## src/rtl/multicycle_controller_pkg.sv

```systemverilog
// Shared types and encodings for the multi-cycle ARM-subset control path:
// FSM states, opcode/command fields, datapath mux selects and instruction classes.
package ctrl_pkg;

    typedef enum logic [3:0] {
        FETCH  = 4'd0,
        DECODE = 4'd1,
        EXECR  = 4'd2,
        EXECSH = 4'd3,
        ALUWB  = 4'd4,
        MEMADR = 4'd5,
        MEMRD  = 4'd6,
        MEMWR  = 4'd7,
        MEMWB  = 4'd8,
        BRANCH = 4'd9
    } state_t;

    localparam logic [1:0] OP_DP  = 2'b00;
    localparam logic [1:0] OP_MEM = 2'b01;
    localparam logic [1:0] OP_BR  = 2'b10;

    localparam logic [3:0] CMD_AND = 4'b0000;
    localparam logic [3:0] CMD_LSR = 4'b0001;
    localparam logic [3:0] CMD_SUB = 4'b0010;
    localparam logic [3:0] CMD_LSL = 4'b0011;
    localparam logic [3:0] CMD_ADD = 4'b0100;
    localparam logic [3:0] CMD_CMP = 4'b1010;
    localparam logic [3:0] CMD_ORR = 4'b1100;

    localparam logic       SRCA_RD1   = 1'b0;
    localparam logic       SRCA_PC    = 1'b1;
    localparam logic [1:0] SRCB_RD2   = 2'b00;
    localparam logic [1:0] SRCB_IMM   = 2'b01;
    localparam logic [1:0] SRCB_FOUR  = 2'b10;
    localparam logic       ADR_PC     = 1'b0;
    localparam logic       ADR_ALUOUT = 1'b1;
    localparam logic       SH_LSL     = 1'b0;
    localparam logic       SH_LSR     = 1'b1;
    localparam logic [1:0] RES_RDATA  = 2'b00;
    localparam logic [1:0] RES_ALUOUT = 2'b01;
    localparam logic [1:0] RES_SHIFT  = 2'b10;
    localparam logic [1:0] RES_ALU    = 2'b11;

    // Bit positions in the one-hot instruction class vector.
    localparam int unsigned CLS_DP  = 0;
    localparam int unsigned CLS_CMP = 1;
    localparam int unsigned CLS_SH  = 2;
    localparam int unsigned CLS_MEM = 3;
    localparam int unsigned CLS_BR  = 4;
    localparam int unsigned CLS_N   = 5;

    function automatic logic is_dp_cmd(input logic [3:0] cmd);
        return (cmd == CMD_ADD) || (cmd == CMD_SUB) ||
               (cmd == CMD_AND) || (cmd == CMD_ORR);
    endfunction

endpackage

```

## src/rtl/multicycle_controller_if.sv

```systemverilog
// Controller <-> datapath bundle: instruction fields and memory handshake in,
// datapath enables and mux selects out.
interface multicycle_controller_if;
    logic [1:0] op;
    logic [5:0] funct;
    logic [3:0] rd;
    logic       cond_ex;
    logic       mem_ready;
    logic       ir_write;
    logic       pc_write;
    logic       adr_src;
    logic       mem_req;
    logic       mem_w;
    logic       reg_w;
    logic       flag_w;
    logic       alu_src_a;
    logic [1:0] alu_src_b;
    logic       alu_op;
    logic       sh_dir;
    logic [1:0] result_src;
    logic       illegal;
    logic       mem_timeout;

    modport master (
        input  op, funct, rd, cond_ex, mem_ready,
        output ir_write, pc_write, adr_src, mem_req, mem_w, reg_w, flag_w,
               alu_src_a, alu_src_b, alu_op, sh_dir, result_src, illegal, mem_timeout
    );

    modport slave (
        output op, funct, rd, cond_ex, mem_ready,
        input  ir_write, pc_write, adr_src, mem_req, mem_w, reg_w, flag_w,
               alu_src_a, alu_src_b, alu_op, sh_dir, result_src, illegal, mem_timeout
    );
endinterface

```

## src/rtl/multicycle_controller_instr_class_decode.sv

```systemverilog
// Combinational classification of op/funct into a one-hot instruction class,
// flagging every encoding outside the supported subset as illegal.
module instr_class_decode
    import ctrl_pkg::*;
(
    input  logic [1:0]       op,
    input  logic             imm_sel,
    input  logic [3:0]       cmd,
    output logic [CLS_N-1:0] cls,
    output logic             illegal
);

    always_comb begin
        cls     = '0;
        illegal = 1'b0;
        unique case (op)
            OP_DP: begin
                // Only register-form ALU ops and register CMP; shift-select covers LSL/LSR alone.
                if (!imm_sel) begin
                    if (is_dp_cmd(cmd))        cls[CLS_DP]  = 1'b1;
                    else if (cmd == CMD_CMP)   cls[CLS_CMP] = 1'b1;
                    else                       illegal      = 1'b1;
                end else if ((cmd == CMD_LSL) || (cmd == CMD_LSR)) begin
                    cls[CLS_SH] = 1'b1;
                end else begin
                    illegal = 1'b1;
                end
            end
            OP_MEM: begin
                if (!imm_sel) cls[CLS_MEM] = 1'b1;
                else          illegal      = 1'b1;
            end
            OP_BR:   cls[CLS_BR] = 1'b1;
            default: illegal     = 1'b1;
        endcase
    end

endmodule

```

## src/rtl/multicycle_controller.sv

```systemverilog
// Multi-cycle control FSM: sequences fetch/decode/execute/memory/writeback over one
// shared ALU and unified memory, with memory wait-state counting and conditional execution.
module multicycle_controller
    import ctrl_pkg::*;
#(
    parameter int unsigned STATE_W  = 4,
    parameter int unsigned WAIT_MAX = 15
) (
    input  logic                   clk,
    input  logic                   reset,
    multicycle_controller_if.master bus
);

    localparam int unsigned WAIT_W = $clog2(WAIT_MAX + 1);

    logic [STATE_W-1:0] state_q;
    state_t             state;
    logic [WAIT_W-1:0]  wait_cnt;
    logic               mem_timeout_q;
    logic [CLS_N-1:0]   cls;
    logic               cls_illegal;
    logic               rd_is_pc;
    logic               mem_wait;
    logic               stall;

    instr_class_decode u_decode (
        .op      (bus.op),
        .imm_sel (bus.funct[5]),
        .cmd     (bus.funct[4:1]),
        .cls     (cls),
        .illegal (cls_illegal)
    );

    assign state    = state_t'(state_q);
    assign rd_is_pc = (bus.rd == 4'd15);
    // A store that fails its condition never touches memory, so it cannot stall.
    assign mem_wait = (state == FETCH) || (state == MEMRD) ||
                      ((state == MEMWR) && bus.cond_ex);
    assign stall    = mem_wait && !bus.mem_ready;

    function automatic logic [STATE_W-1:0] enc(input state_t s);
        return STATE_W'(s);
    endfunction

    always_ff @(posedge clk) begin
        if (reset) begin
            state_q       <= enc(FETCH);
            wait_cnt      <= '0;
            mem_timeout_q <= 1'b0;
        end else begin
            // Saturating count of consecutive stalled cycles; pulse once on reaching WAIT_MAX.
            if (stall) begin
                if (wait_cnt != WAIT_W'(WAIT_MAX)) wait_cnt <= wait_cnt + WAIT_W'(1);
                mem_timeout_q <= (wait_cnt == WAIT_W'(WAIT_MAX - 1));
            end else begin
                wait_cnt      <= '0;
                mem_timeout_q <= 1'b0;
            end

            case (state)
                FETCH:  if (bus.mem_ready) state_q <= enc(DECODE);
                DECODE: begin
                    if (cls[CLS_DP] || cls[CLS_CMP]) state_q <= enc(EXECR);
                    else if (cls[CLS_SH])            state_q <= enc(EXECSH);
                    else if (cls[CLS_MEM])           state_q <= enc(MEMADR);
                    else if (cls[CLS_BR])            state_q <= enc(BRANCH);
                    else                             state_q <= enc(FETCH);
                end
                EXECR:  state_q <= cls[CLS_CMP] ? enc(FETCH) : enc(ALUWB);
                MEMADR: state_q <= bus.funct[0] ? enc(MEMRD) : enc(MEMWR);
                MEMRD:  if (bus.mem_ready) state_q <= enc(MEMWB);
                MEMWR:  if (!bus.cond_ex || bus.mem_ready) state_q <= enc(FETCH);
                EXECSH, ALUWB, MEMWB, BRANCH: state_q <= enc(FETCH);
                default: state_q <= enc(FETCH);
            endcase
        end
    end

    assign bus.mem_timeout = mem_timeout_q;

    always_comb begin
        bus.ir_write   = 1'b0;
        bus.pc_write   = 1'b0;
        bus.adr_src    = ADR_PC;
        bus.mem_req    = 1'b0;
        bus.mem_w      = 1'b0;
        bus.reg_w      = 1'b0;
        bus.flag_w     = 1'b0;
        bus.alu_src_a  = SRCA_RD1;
        bus.alu_src_b  = SRCB_RD2;
        bus.alu_op     = 1'b0;
        bus.sh_dir     = SH_LSL;
        bus.result_src = RES_RDATA;
        bus.illegal    = 1'b0;
        case (state)
            FETCH: begin
                bus.mem_req    = 1'b1;
                bus.adr_src    = ADR_PC;
                bus.alu_src_a  = SRCA_PC;
                bus.alu_src_b  = SRCB_FOUR;
                bus.result_src = RES_ALU;
                bus.ir_write   = bus.mem_ready;
                bus.pc_write   = bus.mem_ready;
            end
            DECODE: begin
                bus.alu_src_a = SRCA_PC;
                bus.alu_src_b = SRCB_FOUR;
                bus.illegal   = cls_illegal;
            end
            EXECR: begin
                bus.alu_src_b = SRCB_RD2;
                bus.alu_op    = 1'b1;
                bus.flag_w    = bus.cond_ex && (cls[CLS_CMP] || bus.funct[0]);
            end
            EXECSH: begin
                bus.result_src = RES_SHIFT;
                bus.sh_dir     = (bus.funct[4:1] == CMD_LSR) ? SH_LSR : SH_LSL;
                bus.reg_w      = bus.cond_ex;
            end
            ALUWB: begin
                bus.result_src = RES_ALUOUT;
                bus.reg_w      = bus.cond_ex && !rd_is_pc;
                bus.pc_write   = bus.cond_ex && rd_is_pc;
            end
            MEMADR: begin
                bus.alu_src_b = SRCB_IMM;
                bus.alu_op    = 1'b0;
            end
            MEMRD: begin
                bus.mem_req = 1'b1;
                bus.adr_src = ADR_ALUOUT;
            end
            MEMWR: begin
                bus.adr_src = ADR_ALUOUT;
                bus.mem_req = bus.cond_ex;
                bus.mem_w   = bus.cond_ex;
            end
            MEMWB: begin
                bus.result_src = RES_RDATA;
                bus.reg_w      = bus.cond_ex && !rd_is_pc;
                bus.pc_write   = bus.cond_ex && rd_is_pc;
            end
            BRANCH: begin
                bus.alu_src_b  = SRCB_IMM;
                bus.result_src = RES_ALU;
                bus.pc_write   = bus.cond_ex;
            end
            default: ;
        endcase
    end

endmodule

```

## src/flat_wrapper.sv

```systemverilog
// flat-port wrapper written by rule: the top's interface ports become plain ports
module multicycle_controller_flat import ctrl_pkg::*;
#(
    parameter int unsigned STATE_W  = 4,
    parameter int unsigned WAIT_MAX = 15
)
  (clk, reset, bus_op, bus_funct, bus_rd, bus_cond_ex, bus_mem_ready, bus_ir_write, bus_pc_write, bus_adr_src, bus_mem_req, bus_mem_w, bus_reg_w, bus_flag_w, bus_alu_src_a, bus_alu_src_b, bus_alu_op, bus_sh_dir, bus_result_src, bus_illegal, bus_mem_timeout);
  multicycle_controller_if bus_i ();
  input  logic clk;
  input  logic reset;
  input wire logic [$bits(bus_i.op)-1:0] bus_op;
  input wire logic [$bits(bus_i.funct)-1:0] bus_funct;
  input wire logic [$bits(bus_i.rd)-1:0] bus_rd;
  input wire logic [$bits(bus_i.cond_ex)-1:0] bus_cond_ex;
  input wire logic [$bits(bus_i.mem_ready)-1:0] bus_mem_ready;
  output wire logic [$bits(bus_i.ir_write)-1:0] bus_ir_write;
  output wire logic [$bits(bus_i.pc_write)-1:0] bus_pc_write;
  output wire logic [$bits(bus_i.adr_src)-1:0] bus_adr_src;
  output wire logic [$bits(bus_i.mem_req)-1:0] bus_mem_req;
  output wire logic [$bits(bus_i.mem_w)-1:0] bus_mem_w;
  output wire logic [$bits(bus_i.reg_w)-1:0] bus_reg_w;
  output wire logic [$bits(bus_i.flag_w)-1:0] bus_flag_w;
  output wire logic [$bits(bus_i.alu_src_a)-1:0] bus_alu_src_a;
  output wire logic [$bits(bus_i.alu_src_b)-1:0] bus_alu_src_b;
  output wire logic [$bits(bus_i.alu_op)-1:0] bus_alu_op;
  output wire logic [$bits(bus_i.sh_dir)-1:0] bus_sh_dir;
  output wire logic [$bits(bus_i.result_src)-1:0] bus_result_src;
  output wire logic [$bits(bus_i.illegal)-1:0] bus_illegal;
  output wire logic [$bits(bus_i.mem_timeout)-1:0] bus_mem_timeout;
  assign bus_i.op = bus_op;
  assign bus_i.funct = bus_funct;
  assign bus_i.rd = bus_rd;
  assign bus_i.cond_ex = bus_cond_ex;
  assign bus_i.mem_ready = bus_mem_ready;
  assign bus_ir_write = bus_i.ir_write;
  assign bus_pc_write = bus_i.pc_write;
  assign bus_adr_src = bus_i.adr_src;
  assign bus_mem_req = bus_i.mem_req;
  assign bus_mem_w = bus_i.mem_w;
  assign bus_reg_w = bus_i.reg_w;
  assign bus_flag_w = bus_i.flag_w;
  assign bus_alu_src_a = bus_i.alu_src_a;
  assign bus_alu_src_b = bus_i.alu_src_b;
  assign bus_alu_op = bus_i.alu_op;
  assign bus_sh_dir = bus_i.sh_dir;
  assign bus_result_src = bus_i.result_src;
  assign bus_illegal = bus_i.illegal;
  assign bus_mem_timeout = bus_i.mem_timeout;
  multicycle_controller #(.STATE_W(STATE_W), .WAIT_MAX(WAIT_MAX)) u_core (.clk(clk), .reset(reset), .bus(bus_i));
endmodule
```

## config.mk

```make
export PLATFORM = sky130hd
export DESIGN_NAME = multicycle_controller_flat
export DESIGN_NICKNAME = d
export VERILOG_FILES = /design/src/rtl/multicycle_controller_pkg.sv /design/src/rtl/multicycle_controller_if.sv /design/src/rtl/multicycle_controller_instr_class_decode.sv /design/src/rtl/multicycle_controller.sv /design/src/flat_wrapper.sv
export SDC_FILE = /design/constraint.sdc
export NUM_CORES = 1
export LEC_CHECK = 0
export CAP_MARGIN = 20
export CORE_MARGIN = 2
export CORE_UTILIZATION = 45
export DETAILED_ROUTE_END_ITERATION = 7
export PLACE_DENSITY = 0.82
export SYNTH_ARGS = -nofsm -noshare
export SYNTH_HDL_FRONTEND = slang
export SYNTH_HIERARCHICAL = 1
export SYNTH_SLANG_ARGS = --single-unit
```

## constraint.sdc

```tcl
create_clock -name clk -period 5.65 [get_ports clk]
set_input_delay 1.695 -clock clk [delete_from_list [all_inputs] [get_ports clk]]
set_output_delay 1.695 -clock clk [all_outputs]
set_load 0.05 [all_outputs]
```

==> results of run 1 <==
metrics by stage:
stage	instances	power (W)	setup WS (ns)	area, sq um	util [%]
2_1_floorplan	107	0.000181	0.466	826	-
3_3_place_gp	158	0.000223	0.317	1150	66.7
3_5_place_dp	158	0.000225	0.262	1150	66.7
4_1_cts	162	0.000273	0.257	1180	68.2
5_1_grt	162	0.000288	0.158	1180	68.2
6_report	162	0.000270	0.243	1180	68.2
cell families after synthesis:
group,count (synthesis)
AO/OA/AOI/OAI,22
XOR/XNOR,4
adder cells (fa/ha/maj),2
buffers and inverters,12
flip-flops,9
multiplexers,1
AND/OR/NAND/NOR,57
state kept, by name (all words and copies together), names as in the netlist:
| signal | count |
|---|---|
| u_core/state | 4 |
| u_core/wait_cnt | 4 |
| u_core/bus.mem_timeout | 1 |
per-layer routing:
| layer | vias to the layer above | track usage (%) | routed length, microns |
|---|---|---|---|
| met5 | - | 0 | 0 |
| met4 | 0 | 4.44 | 0 |
| met3 | 0 | 5.00 | 123 |
| met2 | 34 | 37.0 | 1020 |
| met1 | 408 | 24.1 | 916 |
| li1 | 459 | - | - |
worst paths after layout:
kind,slack [ns],to,startpoint
max,0.24,bus_illegal,bus_funct[3]
min,0.50,u_core/bus.mem_timeout$_SDFF_PP0_,u_core/wait_cnt[3]$_SDFFE_PP0P_
max reg2reg,4.01,u_core/state[3]$_SDFFE_PP0P_,u_core/state[0]$_SDFFE_PP0P_
min reg2reg,0.50,u_core/bus.mem_timeout$_SDFF_PP0_,u_core/wait_cnt[3]$_SDFFE_PP0P_
cell usage after synthesis, types with 2 or more instances:
library cell	instances	area share (%)
nand3_1	4	2.4
nor3_2	3	3.6
a211oi_2	2	3.0
buf_2	2	1.2
nor4_1	3	2.3
nor3b_1	3	2.7
xor2_1	2	2.1
buf_4	3	2.7
nand2b_1	4	3.0
nor3_1	6	3.6
dfxtp_1	9	22
nor2_1	16	7.3
nor2b_1	2	1.5
nand2_1	6	2.7
inv_1	6	2.7
a21oi_1	2	1.2
o41ai_1	2	2.1
ha_1	2	3.0
a31oi_1	2	1.5
or3_1	2	1.5
xnor2_1	2	2.1
tightest hold or removal path, stage by stage (launching register included):
cell,delay [ns]
dfxtp_1,0.34
nand3_1,0.09
nor2_1,0.04
cell type report:
cell class | count | area (sq um)
fillers | 163 | 549
inverters | 6 | 22.5
flip-flops and latches | 9 | 180
repair buffers | 32 | 338
well taps | 25 | 31.3
multi-input cells | 86 | 579
clock buffers | 4 | 26.3
power breakdown:
part,leakage (nW),internal (W),switching (W),total (W)
clock network,0.0150,0.0000270,0.0000194,0.0000465
logic,0.336,0.0000561,0.0000894,0.000146
registers,0.0731,0.0000675,0.0000109,0.0000784
total,0.424,0.000151,0.000120,0.000270
==> flow_summary.toml, run 1 <==
[layout]
layout_commonest_cell = "clkdlybuf4s50_1"
finalNetCount = 156
drive_above_1_share_pct = 12.4
final_cell_mix = "clkdlybuf4s50_1, nor2_1, dfxtp_1"
insertedDiodeCount = 0
area_growth_pct = 42.6

[logic_synthesis]
ys_ff_latch = 9
synth_top_family_by_area = "simple AND/OR/NAND/NOR gates"
synth-simple-area-share_pct = 39.2
ys_seq_area_share_pct = 21.8
muxShareOfSynthArea_pct = 1.36
synth_cell_types = 45
synthAdderAreaFrac_pct = 3.03
yosysWarnings = 6
synthesis.area_sq_um = 826
synth-compound-area-share_pct = 22.3
synthCells = 107
synthXorXnorAreaFrac_pct = 4.24
synth.avg_cell_area_sq_um = 7.72
syn_nets = 125
ys.flop_type = "dfxtp_1"
ys_async_sr_fraction_pct = 0
synth-edff-count = 0

[routing]
vias_per_cell = 5.56
drc = 0
dr.pass1.iters = 4
wl_per_cell_microns = 12.7
drtIter0Drc = 20
postRouteWirelength_microns = 2060
ant_nets = 0
vias = 901

[critical_path]
worst-path-buf-inv = 2
cp-start-kind = "input port"
critPathMaxFanout = 6
cp.depth = 6
slowest_stage = "clkdlybuf4s50_1"
critPathTopFamily = "buffers and inverters"
crit_path_cell_trace = "clkdlybuf4s50_1 -> nor4bb_1 -> nor3_1 -> o32a_1 -> and3_1 -> clkdlybuf4s50_1"
path_class = "input port to output port"
end_kind = "output port"
crit_top_cell = "clkdlybuf4s50_1"
cpPeakStageDelay_ns = 0.69
crit_arrival_ns = 3.71
critPathRequiredTime_ns = 3.95
worstRegToRegCells = 4

[clock_network]
cts_made_buffers = 3
cts_tree = "built"
clock-root-buffer = "clkbuf_4"
htreeDepth = 1
ctsResizeCount = 0
cts_hold_buffers = 0
cts_sinks = 9
cts_buffer_depth = 2
cts.clk_slew.worst_paths_ns = 0.06
cts_setup_buffers = 0
clock_latency_ns = 0.25

[floorplan]
die_h_microns = 46.8
die-area_sq_um = 2190
start_util_pct = 47.8
rows = 15
core_sq_um = 1730
ios = 32
fp.dieW_microns = 46.8

[sta]
fin_worst_hold_slack_ns = 0.500
rsz0062_at_grt = "false"
report.final.slew_viol_count = 0
period_needed_ns = 5.41
tns_ns = 0
post-route-period-util_pct = 95.7
tightest_slew_ns = 0.504
finalSetupViolations = 0
worst_clock_skew_ns = 0.00303
relSlewSlack_pct = 65.9
hold_viol_final = 0
max_freq_ghz = 0.185

[pwr]
p_leak_nw = 0.424
vdd_ir_drop_max_uv = 228
powerDensity_nw_per_um2 = 230

[worst_hold_path]
hold_path_class = "flop to flop"
whs_path_depth = 2

[global_routing]
grtUsageTotal_pct = 20.4
grt_pass1_vias = 829
grt_pass1_wl_microns = 3280
overflow = 0
grt_max_degree = 15
antenna_found_initial = 0

[run_status]
status = "complete, no violations"

[place]
io_buffers = 31
dpl.hpwl_microns = 1660
gp_congestion = 0.816

[run]
drv_cap = 0
Power figures use the tool's default switching activity.
==> run 2, diff against run 1 <==
MAX_ROUTING_LAYER = met4   (was unset)
==> flow_summary.toml, run 2 (synthesized netlist as in run 1, its figures left out) <==
[critical_path]
crit_arrival_ns = 3.72
path_class = "input port to output port"
crit_top_cell = "clkdlybuf4s50_1"
slowest_stage = "clkdlybuf4s50_1"
critPathRequiredTime_ns = 3.95
critPathMaxFanout = 5
end_kind = "output port"
crit_path_cell_trace = "clkdlybuf4s50_1 -> nor4bb_1 -> nor3_1 -> o32a_1 -> and3_1 -> clkdlybuf4s50_1"
cpPeakStageDelay_ns = 0.69
cp-start-kind = "input port"

[pwr]
vdd_ir_drop_max_uv = 227
internal_power_w = 0.000151
clock_power_share_pct = 17.2
powerDensity_nw_per_um2 = 230
sw_frac_of_total_pct = 44.3
power.switching_w = 0.000120
power.share.combinational_pct = 53.8
p_leak_nw = 0.424
p_seq_share_pct = 29.0

[sta]
post-route-period-util_pct = 95.8
finalWorstSetupSlack_ns = 0.235
report.final.slew_viol_count = 0
relSlewSlack_pct = 66.4
worst_clock_skew_ns = 0.00319
tns_ns = 0
rsz0062_at_grt = "false"
finalSetupViolations = 0
hold_viol_final = 0
tightest_slew_ns = 0.498
period_needed_ns = 5.42
max_freq_ghz = 0.185

[run]
drv_cap = 0

[clock_network]
cts.clk_slew.worst_paths_ns = 0.06
clock-root-buffer = "clkbuf_4"
htreeDepth = 1
cts_hold_buffers = 0
cts_buffer_depth = 2
cts_setup_buffers = 0
ctsResizeCount = 0
cts_made_buffers = 3
clock_latency_ns = 0.25
cts_sinks = 9
cts_tree = "built"

[layout]
fin_area_sq_um = 1180
final_cell_mix = "clkdlybuf4s50_1, nor2_1, dfxtp_1"
finalNetCount = 156
num-fill-cells = 163
insertedDiodeCount = 0
drive_above_1_share_pct = 12.4
layout_commonest_cell = "clkdlybuf4s50_1"
area_growth_pct = 42.6
finish.utilization_pct = 68.2

[place]
placed_area_sq_um = 1150
dpl.hpwl_microns = 1660
gp_congestion = 0.828
io_buffers = 31
pre_cts_slack_ns = 0.262

[routing]
vias = 899
wl_met1_microns = 893
vias_per_cell = 5.55
postRouteWirelength_microns = 2040
top_layer = "met3"
drc = 0
dr.pass1.iters = 4
route.met3.wl_microns = 133
drtIter0Drc = 22
ant_nets = 0
wl_per_cell_microns = 12.6
met2WireLength_microns = 1020

[worst_hold_path]
hold_path_class = "flop to flop"

[global_routing]
grtUsageTotal_pct = 21.0
grt_max_degree = 15
grt_pass1_vias = 827
antenna_found_initial = 0
overflow = 0
grt_pass1_wl_microns = 3280

[floorplan]
core_sq_um = 1730
die-area_sq_um = 2190
fp.dieW_microns = 46.8
rows = 15
start_util_pct = 47.8
ios = 32
die_h_microns = 46.8

[run_status]
status = "complete, no violations"
[run 2: cell counts in the layout (fill, tap and decap cells not counted)]
No cell type changed its count.
[run 2: power groups by stage]
stage | Combinational, W | Clock [W] | Sequential, W
after floorplan | 0.000109 | 0 | 0.0000720
after global placement | 0.000144 | 0 | 0.0000793
after detailed placement | 0.000145 | 0 | 0.0000795
after CTS | 0.000146 | 0.0000487 | 0.0000781
after global routing | 0.000156 | 0.0000525 | 0.0000795
final | 0.000145 | 0.0000464 | 0.0000784
[run 2: metal layers]
layer  up-vias  global-route usage (%)
li1        458                       -
met1       408                    24.1
met2        33                    37.0
met3         0                    5.00
met4         0                    4.44
met5         -                       -
[run 2: path summary, 6_finish.rpt]
| check | start | endpoint | slack, ns | cells past startpoint |
|---|---|---|---|---|
| worst max-delay path | bus_funct[5] | bus_illegal | 0.23 | 6 |
| worst min-delay path | u_core/wait_cnt[3]$_SDFFE_PP0P_ | u_core/bus.mem_timeout$_SDFF_PP0_ | 0.50 | 2 |
| worst max register to register | u_core/state[0]$_SDFFE_PP0P_ | u_core/state[3]$_SDFFE_PP0P_ | 4.01 | 4 |
| worst min register to register | u_core/wait_cnt[3]$_SDFFE_PP0P_ | u_core/bus.mem_timeout$_SDFF_PP0_ | 0.50 | 2 |
[run 2: worst max-delay path: cells and delay by family]
family | cells | cell delay (ns)
AOI/OAI and AO/OA | 1 | 0.17
buffers and inverters | 2 | 1.24
and+or+nand+nor | 3 | 0.61
[run 2: per-stage QoR]
stage | hold slack, ns | total power, W | cells
after floorplan | 0.470 | 0.000181 | 107
after global placement | 0.490 | 0.000223 | 158
after detailed placement | 0.494 | 0.000225 | 158
after CTS | 0.502 | 0.000273 | 162
after global routing | 0.539 | 0.000288 | 162
final | 0.501 | 0.000270 | 162
[run 2: final cells by class]
| cell class | instances | area [sq um] | area share (%) |
|---|---|---|---|
| multi-input cells | 86 | 579 | 49.2 |
| repair buffers | 32 | 338 | 28.7 |
| flip-flops and latches | 9 | 180 | 15.3 |
| well taps | 25 | 31.3 | 2.66 |
| clock buffers | 4 | 26.3 | 2.23 |
| inverters | 6 | 22.5 | 1.91 |
